--- src/rtl/sprite_palette_pkg.sv ---
// Shared types and reset contents for the sprite palette bank.
// The 16-entry default palette is stored entry 0 in the least significant slot.
package sprite_palette_pkg;

    typedef struct packed {
        logic [3:0] r;
        logic [3:0] g;
        logic [3:0] b;
    } rgb12_t;

    localparam rgb12_t [15:0] DEFAULT_PALETTE = {
        12'h444, 12'h210, 12'h010, 12'h030, 12'h222, 12'h063, 12'hDB9, 12'h430,
        12'h020, 12'h950, 12'h084, 12'h986, 12'h630, 12'h041, 12'h000, 12'hE00
    };

    // Entries beyond the 16 defined colours reset to black.
    function automatic rgb12_t default_entry(input int idx);
        logic [3:0] slot;
        slot = idx[3:0];
        return (idx < 16) ? DEFAULT_PALETTE[slot] : '0;
    endfunction

endpackage

--- src/rtl/palette_blink_timer.sv ---
// Frame-counting blink timer: the phase toggles every BLINK_FRAMES frame_start pulses
// while blinking is enabled, and drops back to OFF as soon as blinking is disabled.
module palette_blink_timer #(
    parameter int BLINK_FRAMES = 16
) (
    input  logic Clk,
    input  logic Reset_n,
    input  logic frame_start,
    input  logic blink_en,
    output logic phase
);

    localparam logic [7:0] LAST = 8'(BLINK_FRAMES - 1);

    logic [7:0] cnt;

    always_ff @(posedge Clk) begin
        if (!Reset_n || !blink_en) begin
            cnt   <= '0;
            phase <= 1'b0;
        end else if (frame_start) begin
            if (cnt == LAST) begin
                cnt   <= '0;
                phase <= ~phase;
            end else begin
                cnt <= cnt + 8'd1;
            end
        end
    end

endmodule

--- src/rtl/sprite_palette_bank.sv ---
// Banked 12-bit sprite palette with frame-synchronous bank switching and blink alternation.
// Storage is flip-flops so every bank can be restored to the default palette on reset.
module sprite_palette_bank
    import sprite_palette_pkg::*;
#(
    parameter int IDX_W        = 4,
    parameter int NUM_BANKS    = 4,
    parameter int BLINK_FRAMES = 16,
    parameter int TRANSP_IDX   = 0,
    localparam int BW          = (NUM_BANKS > 1) ? $clog2(NUM_BANKS) : 1
) (
    input  logic             Clk,
    input  logic             Reset_n,
    input  logic             frame_start,
    input  logic [BW-1:0]    bank_sel,
    input  logic             blink_en,
    input  logic [BW-1:0]    blink_bank,
    input  logic             pix_valid,
    input  logic [IDX_W-1:0] index,
    input  logic             wr_en,
    input  logic [BW-1:0]    wr_bank,
    input  logic [IDX_W-1:0] wr_addr,
    input  logic [11:0]      wr_data,
    output logic [3:0]       red,
    output logic [3:0]       green,
    output logic [3:0]       blue,
    output logic             out_valid,
    output logic             transparent
);

    localparam int               DEPTH = 1 << IDX_W;
    localparam logic [BW:0]      NB    = (BW + 1)'(NUM_BANKS);
    localparam logic [IDX_W-1:0] TIDX  = IDX_W'(TRANSP_IDX);

    logic                          phase;
    logic [BW-1:0]                 active_bank;
    logic [BW-1:0]                 disp_bank;
    rgb12_t [NUM_BANKS-1:0]        bank_rd;
    rgb12_t                        rdata;

    palette_blink_timer #(.BLINK_FRAMES(BLINK_FRAMES)) u_blink (
        .Clk         (Clk),
        .Reset_n     (Reset_n),
        .frame_start (frame_start),
        .blink_en    (blink_en),
        .phase       (phase)
    );

    for (genvar b = 0; b < NUM_BANKS; b++) begin : g_bank
        rgb12_t ent [DEPTH];

        // Reset wins over a concurrent write; out-of-range wr_bank matches no bank.
        always_ff @(posedge Clk) begin
            if (!Reset_n) begin
                for (int i = 0; i < DEPTH; i++)
                    ent[i] <= default_entry(i);
            end else if (wr_en && wr_bank == BW'(b)) begin
                ent[wr_addr] <= rgb12_t'(wr_data);
            end
        end

        assign bank_rd[b] = ent[index];
    end

    // Read sees pre-edge state, so same-cycle writes and bank/phase updates are not visible yet.
    always_comb begin
        disp_bank = (blink_en && phase) ? blink_bank : active_bank;
        rdata     = '0;
        if ({1'b0, disp_bank} < NB)
            rdata = bank_rd[disp_bank];
    end

    always_ff @(posedge Clk) begin
        if (!Reset_n) begin
            out_valid   <= 1'b0;
            transparent <= 1'b0;
            red         <= '0;
            green       <= '0;
            blue        <= '0;
            active_bank <= '0;
        end else begin
            out_valid   <= pix_valid;
            transparent <= pix_valid && (index == TIDX);
            red         <= pix_valid ? rdata.r : 4'h0;
            green       <= pix_valid ? rdata.g : 4'h0;
            blue        <= pix_valid ? rdata.b : 4'h0;
            if (frame_start && {1'b0, bank_sel} < NB)
                active_bank <= bank_sel;
        end
    end

endmodule
--- config.mk ---
export PLATFORM = sky130hd
export DESIGN_NAME = sprite_palette_bank
export DESIGN_NICKNAME = d
export VERILOG_FILES = /design/src/rtl/sprite_palette_pkg.sv /design/src/rtl/palette_blink_timer.sv /design/src/rtl/sprite_palette_bank.sv
export SDC_FILE = /design/constraint.sdc
export NUM_CORES = 1
export LEC_CHECK = 0
export CAP_MARGIN = 20
export CELL_PAD_IN_SITES_DETAIL_PLACEMENT = 0
export CELL_PAD_IN_SITES_GLOBAL_PLACEMENT = 1
export CORE_MARGIN = 3
export CORE_UTILIZATION = 50
export DETAILED_ROUTE_END_ITERATION = 10
export GPL_ROUTABILITY_DRIVEN = 0
export PLACE_DENSITY = 0.77
export SLEW_MARGIN = 0
export SYNTH_ARGS = -nofsm -noshare
export SYNTH_HDL_FRONTEND = slang
export SYNTH_SLANG_ARGS = --single-unit
--- constraint.sdc ---
create_clock -name Clk -period 3.8 [get_ports Clk]
set_input_delay 0.57 -clock Clk [delete_from_list [all_inputs] [get_ports Clk]]
set_output_delay 0.57 -clock Clk [all_outputs]
set_load 0.02 [all_outputs]
==> results.tsv, run 1 <==
stage	metric	value	unit
global_routing	grt_use_met1	0.383	
synth	synth-main-ff-cell	edfxtp_1	
layout	drive_gt1_frac	0.215	
synth	syn_area	36100	um^2
setup_path	critPathKind	in2reg	
global_routing	grt_use_met3	0.0539	
drt	drt-initial-drc-count	2832	
synth	ys_async_sr_fraction	0	
synth	synth-xor-area-share	0.00194	
floorplan	dieArea	75600	um^2
timing	post-route-min-period	2.66	ns
placed_design	portBuffers	45	
global_routing	grt_max_degree	82	
timing	relSlewSlack	0.316	
drt	drc	0	
layout	syn_to_final_growth	13.9	%
global_routing	antenna_found_initial	5	
layout	multi_input_area	11600	um^2
clock_network	cts_buffers	83	
setup_path	cp_data_arrival_time	3.15	ns
global_routing	grt_pass1_vias	21700	
synth	synth.distinct_cells	46	
layout	ff_latch_area	23600	um^2
layout	layout_common_cells	768 x edfxtp_1, 569 x and2_1, 204 x buf_4, 193 x or3_1, 167 x mux4_2	
clock_network	cts_tree	done	
pwr	ir_drop	398	uV
clock_network	htreeDepth	3	
outcome	status	finished, final reports clean	
timing	worst_pin_slew	1.03	ns
drt	firstDrtPassIters	5	
synth	ys_warn_count	0	
clock_network	clk_pin_slew	0.06	ns
synth	syn_avg_cell_area	14.9	um^2
clock_network	cts_buffer_depth	3	
drt	ant_nets	0	
layout	final_common_cell	edfxtp_1	
setup_path	cp.required	4.30	ns
synth	yosysTopAreaCell	edfxtp_1	
drt	vias_per_cell	6.15	
placed_design	hpwlAfterDp	66.0	mm
synth	yosys_register_bits	793	
global_routing	grt_usage	0.269	
pwr	power_density	485	nW/um^2
clock_network	post_cts_buffers	0	
floorplan	die_w	275	um
clock_network	worstSkewPairLatency	0.64	ns
floorplan	core-area	70900	um^2
setup_path	reg2reg_from	u_blink.phase	
floorplan	start_util	0.510	
layout	fin_cells	3543	
drt	routedWlPerCell	28.4	um
synth	synth_compound_gate_area_share	0.0364	
timing	finalSetupViolCount	0	
placed_design	dp.cells	3387	
setup_path	crit_fanout	12	
timing	fmax	376	MHz
setup_path	critPathLaunchType	primary input	
global_routing	grt_busiest_layer	met2	
timing	fin_ws	1.14	ns
clock_network	cts_resized	0	
drt	num_vias	21800	
global_routing	grt_pass1_wl	147	mm
floorplan	die_height	275	um
timing	report.final.slew_viol_count	0	
global_routing	overflow	0	
synth	seq_area_frac_synth	0.652	
synth	synth_enable_flop_cells	768	
pwr	finalPower	19.9	mW
timing	fin_skew	0.0249	ns
synth	synth_top_family_by_area	simple AND/OR/NAND/NOR gates	
layout	nets	2566	
hold_path	hold_path_class	in2reg	
synth	synth_fa_ha_area_frac	0.000346	
timing	period_share	0.700	
setup_path	cp-startpoint	wr_addr[0]	
job	maxCapViolCount	0	
synth	synthTopCellsByArea	edfxtp_1 64%, mux4_2 10%, and2_1 9.8%	
placed_design	place_ws	0.503	ns
clock_network	cts_hold_buffers	0	
clock_network	clkSinkCount	793	
synth	netlist_instances	2421	
pwr	total_leakage_power	14.1	nW
timing	rsz0062_at_grt	false	
global_routing	use_met2	0.427	
synth	synthMuxAreaShare	0.128	
timing	final-hold-violation-count	0	
synth	yosysTopAreaCellShare	0.638	
setup_path	cp-end-kind	register	
floorplan	io-pin-count	46	
timing	fin_setup_tns	0	ns
floorplan	core.rowCount	97	
hold_path	worstHoldStart	wr_data[7]	
layout	fillers	5444	
drt	wl	101	mm
synth	yosys.area_share.simple	0.154	
clock_network	root_buffer	clkbuf_16	
synth	syn-num-nets	2454	
[worst max-delay path, cell delays in order]
cell,delay [ns]
clkdlybuf4s50_1,0.65
nor2b_1,0.35
nand2_1,0.53
nor2_1,0.81
and2_1,0.23
[metal layers]
layer / part of all wire / up-vias / routed length, um
met5: 0.00020 / - / 20
met4: 0.029 / 2 / 2890
met3: 0.10 / 168 / 10200
met2: 0.47 / 1034 / 47700
met1: 0.40 / 11300 / 39800
li1: - / 9335 / -
[cells in the mapped netlist (all sizes together) (3+ instances only)]
cell and instances:
a211oi 9, a21oi 20, a221oi 16, a22o 9
a22oi 43, a31oi 8, a32o 4, and2 569
and3 16, buf 63, clkbuf 168, dfxtp 25
edfxtp 768, inv 3, mux2 30, mux2i 51
mux4 167, nand2 32, nand2b 4, nand3 14
nand4 4, nor2 83, nor2b 9, nor3 3
o21ai 66, o22ai 22, or3 195, xnor2 3
xor2 5
[cell families (layout without fill, tap and decap cells)]
group / count (synthesis) / count (layout)
adders and majority gates: 1 / 1
other: 0 / 2
xor gates and xnor gates: 8 / 8
DFF: 793 / 793
and+or+nand+nor: 936 / 936
muxes: 248 / 248
buffers and inverters: 234 / 414
AOI/OAI and AO/OA: 201 / 201
[state kept, by name (all words and copies together) (netlist names)]
signal         cells
g_bank.ent       768
u_blink.cnt        8
blue               4
green              4
red                4
active_bank        2
out_valid          1
transparent        1
u_blink.phase      1
[through the flow]
stage	utilization	area, um^2	hold slack (ns)
floorplan	-	36100	0.479
global placement	0.542	38400	0.497
detailed placement	0.542	38400	0.504
CTS	0.581	41100	0.487
global route	0.581	41200	0.459
finish	0.581	41200	0.467
[power by group]
part,internal [mW],switching [mW]
logic,0.596,0.995
clock network,4.78,3.42
registers,10.0,0.143
total,15.4,4.56
[path summary, 6_finish.rpt]
| kind | to | depth (start not counted) | slack (ns) |
|---|---|---|---|
| max | g_bank[1].ent[1][5] | 5 | 1.14 |
| max reg2reg | green[2] | 5 | 1.55 |
| min reg2reg | u_blink.cnt[7] | 2 | 0.52 |
| min | g_bank[0].ent[10][7] | 2 | 0.47 |
[final cells by class]
class                   instances  share of cell area
flip-flops and latches        793               0.572
multi-input cells            1394               0.281
clock buffers                  95              0.0526
repair buffers                258              0.0514
well taps                     940              0.0286
clock inverters                58              0.0136
inverters                       3            0.000274
diodes                          2            0.000122
Power figures use the tool's default switching activity.
==> run 2, diff against run 1 <==
clock period = 2.66 ns   (was 3.8 ns; I/O delays follow)
==> results.tsv, run 2 (synthesized netlist as in run 1, its figures left out) <==
stage	metric	value	unit
floorplan	core-area	70900	um^2
placed_design	hpwlAfterDp	66.6	mm
setup_path	worstSetupEndpoint	g_bank[1].ent[1][7]	
layout	fillers	5416	
pwr	total_leakage_power	14.5	nW
timing	relSlewSlack	0.307	
setup_path	slowest_delay	0.60	ns
floorplan	start_util	0.510	
timing	post-route-min-period	2.14	ns
setup_path	reg2reg_from	u_blink.phase	
clock_network	clkSinkCount	793	
setup_path	reg2regPathDepth	5	
timing	rsz0062_at_grt	false	
job	maxCapViolCount	0	
clock_network	cts_buffer_depth	3	
setup_path	critPathKind	in2reg	
clock_network	cts_hold_buffers	0	
global_routing	grt_pass1_vias	22300	
clock_network	worstSkewPairLatency	0.62	ns
global_routing	grt_usage	0.272	
placed_design	dp.cells	3460	
floorplan	die_w	275	um
timing	fin_skew	0.0182	ns
setup_path	cp.required	3.14	ns
drt	num_vias	22000	
global_routing	grt_max_degree	79	
layout	syn_to_final_growth	16.1	%
drt	vias_per_cell	6.09	
setup_path	crit_family	simple AND/OR/NAND/NOR gates	
setup_path	crit_cells	6	
layout	top_regs	g_bank.ent x768, u_blink.cnt x8	
drt	drc	0	
global_routing	overflow	0	
timing	finalSetupViolCount	0	
clock_network	htreeDepth	3	
drt	ant_nets	0	
setup_path	cp-end-kind	register	
setup_path	r2r_setup_slack	0.56	ns
layout	final_common_cell	edfxtp_1	
setup_path	path_cells	clkdlybuf4s50_1 > nor2b_1 > nand2_1 > buf_4 > nor2_1 > and2_1	
layout	largest_reg_flops	768	
pwr	power_density	671	nW/um^2
drt	firstDrtPassIters	7	
clock_network	root_buffer	clkbuf_16	
clock_network	cts_resized	0	
outcome	status	finished, final reports clean	
pwr	finalPower	28.1	mW
layout	fin_cells	3614	
floorplan	die_height	275	um
layout	regMostFlops	g_bank.ent	
setup_path	cpMaxStageDelayCell	clkdlybuf4s50_1	
global_routing	antenna_found_initial	2	
timing	worst_pin_slew	1.04	ns
layout	nets	2638	
hold_path	hold_path_class	in2reg	
clock_network	cts_tree	done	
clock_network	post_cts_buffers	0	
placed_design	portBuffers	45	
setup_path	cp_data_arrival_time	2.61	ns
clock_network	cts_buffers	83	
setup_path	crit_fanout	12	
setup_path	rr_endpoint	blue[2]	
setup_path	critPathLaunchType	primary input	
floorplan	core.rowCount	97	
floorplan	io-pin-count	46	
timing	final-hold-violation-count	0	
setup_path	cp-startpoint	wr_addr[1]	
layout	layout_common_cells	768 x edfxtp_1, 569 x and2_1, 246 x buf_4, 193 x or3_1, 167 x mux4_2	
drt	routedWlPerCell	27.9	um
global_routing	grt_pass1_wl	149	mm
setup_path	critPathBufInv	2	
timing	fmax	468	MHz
pwr	ir_drop	442	uV
timing	period_share	0.803	
floorplan	dieArea	75600	um^2
layout	drive_gt1_frac	0.230	
clock_network	clk_pin_slew	0.06	ns
drt	wl	101	mm
drt	drt-initial-drc-count	2841	
timing	report.final.slew_viol_count	0	
-- run 2: worst register-to-register path, delay by kind of cell, from the launching register on --
kind | cells | cell delay (ns)
and+or+nand+nor | 2 | 0.58
muxes | 1 | 0.60
DFF | 1 | 0.32
AOI/OAI and AO/OA | 2 | 0.50
-- run 2: final cells by class --
cell class | instances | area [um^2] | area share
repair buffers | 330 | 3030 | 0.0723
flip-flops and latches | 793 | 23600 | 0.562
well taps | 940 | 1180 | 0.0280
clock buffers | 119 | 2370 | 0.0564
inverters | 3 | 11.3 | 0.000268
diodes | 1 | 2.50 | 0.0000596
clock inverters | 34 | 231 | 0.00552
multi-input cells | 1394 | 11600 | 0.276
-- run 2: how the worst min path moves through the flow --
stage	startpoint	to	slack (ns)	depth (start not counted)
after CTS	wr_data[6]	g_bank[0].ent[2][6]	0.13	2
after detailed placement	u_blink.phase	u_blink.phase	0.51	2
final	wr_data[6]	g_bank[0].ent[2][6]	0.16	2
after global routing	wr_data[6]	g_bank[0].ent[2][6]	0.17	2
after floorplan	u_blink.phase	u_blink.phase	0.48	2
after global placement	u_blink.cnt[7]	u_blink.cnt[7]	0.49	2
-- run 2: power breakdown --
part	switching, mW	internal (mW)
logic	1.45	0.990
clock network	4.73	6.46
registers	0.201	14.3
total	6.38	21.8
-- run 2: metrics by stage --
step / TNS (ns) / setup slack (ns) / utilization / hold WS [ns] / area (um^2)
6_report: 0 / 0.524 / 0.592 / 0.164 / 42000
5_1_grt: 0 / 0.386 / 0.592 / 0.168 / 42000
3_5_place_dp: -0.103 / -0.0202 / 0.555 / 0.506 / 39400
2_1_floorplan: -9.31 / -0.0648 / - / 0.479 / 36100
3_3_place_gp: 0 / 0.0165 / 0.555 / 0.492 / 39400
4_1_cts: 0 / 0.539 / 0.592 / 0.129 / 42000
-- run 2: metal layers --
metal / up-vias / routed length [um] / track usage
met4: 0 / 3070 / 0.0885
li1: 9489 / - / -
met3: 169 / 9250 / 0.0432
met1: 11300 / 39800 / 0.381
met5: - / 0 / 0
met2: 1062 / 48900 / 0.441
==> run 3, diff against run 2 <==
clock period = 2.1 ns   (was 2.66 ns; I/O delays follow)
==> results.tsv, run 3 (synthesized netlist as in run 1, its figures left out) <==
stage	metric	value	unit
timing	post-route-min-period	2.08	ns
layout	fin_area	43300	um^2
timing	fin_skew	0.0328	ns
clock_network	root_buffer	clkbuf_16	
drt	vias_per_cell	6.09	
setup_path	r2r_setup_slack	0.02	ns
floorplan	io-pin-count	46	
setup_path	reg2regPathDepth	5	
timing	relSlewSlack	0.254	
timing	period_share	0.988	
clock_network	cts_tree	done	
floorplan	start_util	0.510	
global_routing	grt_usage	0.281	
hold_path	min_to	g_bank[2].ent[3][11]	
drt	ant_nets	0	
floorplan	core-area	70900	um^2
timing	holdWs	0.120	ns
floorplan	die_w	275	um
drt	firstDrtPassIters	5	
pwr	power_density	832	nW/um^2
clock_network	clkSinkCount	793	
outcome	status	finished, final reports clean	
pwr	total_leakage_power	15.3	nW
setup_path	cp-end-kind	register	
clock_network	worstSkewPairLatency	0.65	ns
layout	regMostFlops	g_bank.ent	
floorplan	core.rowCount	97	
hold_path	hold_path_class	in2reg	
drt	drt-initial-drc-count	3070	
clock_network	post_cts_buffers	0	
timing	report.final.slew_viol_count	0	
clock_network	cts_buffer_depth	3	
placed_design	portBuffers	45	
layout	top_regs	g_bank.ent x768, u_blink.cnt x8	
layout	final_common_cell	edfxtp_1	
clock_network	clk_pin_slew	0.06	ns
job	maxCapViolCount	0	
setup_path	cp_data_arrival_time	2.61	ns
drt	drc	0	
layout	nets	2747	
layout	syn_to_final_growth	19.9	%
layout	ff_latch_area	23600	um^2
setup_path	critPathKind	reg2reg	
global_routing	antenna_found_initial	8	
floorplan	die_height	275	um
setup_path	rr_endpoint	blue[3]	
clock_network	cts_buffers	83	
global_routing	grt_max_degree	79	
floorplan	dieArea	75600	um^2
hold_path	worstHoldStart	wr_data[11]	
placed_design	hpwlAfterDp	70.5	mm
layout	drive_gt1_frac	0.273	
global_routing	grt_pass1_wl	154	mm
setup_path	reg2reg_from	u_blink.phase	
timing	finalSetupViolCount	0	
timing	rsz0062_at_grt	false	
drt	routedWlPerCell	27.9	um
setup_path	crit_fanout	15	
hold_path	holdPathStages	2	
placed_design	placed_cell_area	40700	um^2
timing	worst_pin_slew	1.12	ns
layout	multi_input_area	11700	um^2
layout	largest_reg_flops	768	
setup_path	cp.required	2.64	ns
layout	fillers	5292	
global_routing	grt_pass1_vias	22800	
clock_network	htreeDepth	3	
layout	layout_common_cells	768 x edfxtp_1, 569 x and2_1, 321 x buf_4, 193 x or3_1, 167 x mux4_2	
drt	wl	104	mm
global_routing	overflow	0	
timing	fmax	482	MHz
pwr	ir_drop	540	uV
setup_path	critPathLaunchType	register	
drt	num_vias	22700	
timing	final-hold-violation-count	0	
## run 3: final cells by class
type | instances | share of cell area
multi-input cells | 1394 | 0.270
flip-flops and latches | 793 | 0.544
diodes | 3 | 0.000173
well taps | 940 | 0.0271
repair buffers | 439 | 0.0991
clock buffers | 106 | 0.0514
inverters | 3 | 0.000260
clock inverters | 43 | 0.00840
## run 3: report_power, final
part / total [mW] / switching, mW / internal, mW
sequential: 18.4 / 0.273 / 18.1
combinational: 3.37 / 1.92 / 1.46
clock: 14.3 / 6.15 / 8.11
## run 3: how the worst max path moves through the flow
stage,start,to,slack [ns]
after floorplan,Reset_n,g_bank[3].ent[11][0],-0.28
after global placement,index[3],red[0],-0.52
after detailed placement,index[3],red[0],-0.54
after CTS,green[0],green[0],0.003
after global routing,blue[0],blue[0],0.02
final,u_blink.phase,blue[3],0.02
## run 3: per-stage QoR
stage / util / instances / total power [mW] / TNS [ns] / worst slack [ns]
4_1_cts: 0.611 / 3718 / 36.2 / 0 / 0.00250
6_report: 0.611 / 3721 / 36.0 / 0 / 0.0247
3_3_place_gp: 0.575 / 3569 / 22.0 / -253.98 / -0.518
2_1_floorplan: - / 2421 / 20.2 / -72.46 / -0.285
5_1_grt: 0.611 / 3718 / 37.0 / 0 / 0.0157
3_5_place_dp: 0.575 / 3569 / 22.1 / -322.04 / -0.541
## run 3: worst max-delay path: stages, from the launching register on
cell and delay [ns]:
dfxtp_1 0.31, nand2_1 0.14, mux2_2 0.55, a221oi_1 0.44, a21oi_1 0.26, a22o_1 0.26
## run 3: timing repair
action / in CTS / in global routing
gates cloned: 0 / 0
gates resized for setup: 2 / 3
hold buffers: 0 / 0
setup endpoints to repair: 2 / 14
## run 3: routing by layer
metal / global-route usage / routed length (um) / up-vias
li1: - / - / 9708
met1: 0.400 / 41600 / 11600
met2: 0.439 / 48700 / 1155
met3: 0.0572 / 10800 / 167
met4: 0.0877 / 2900 / 0
met5: 0 / 0 / -
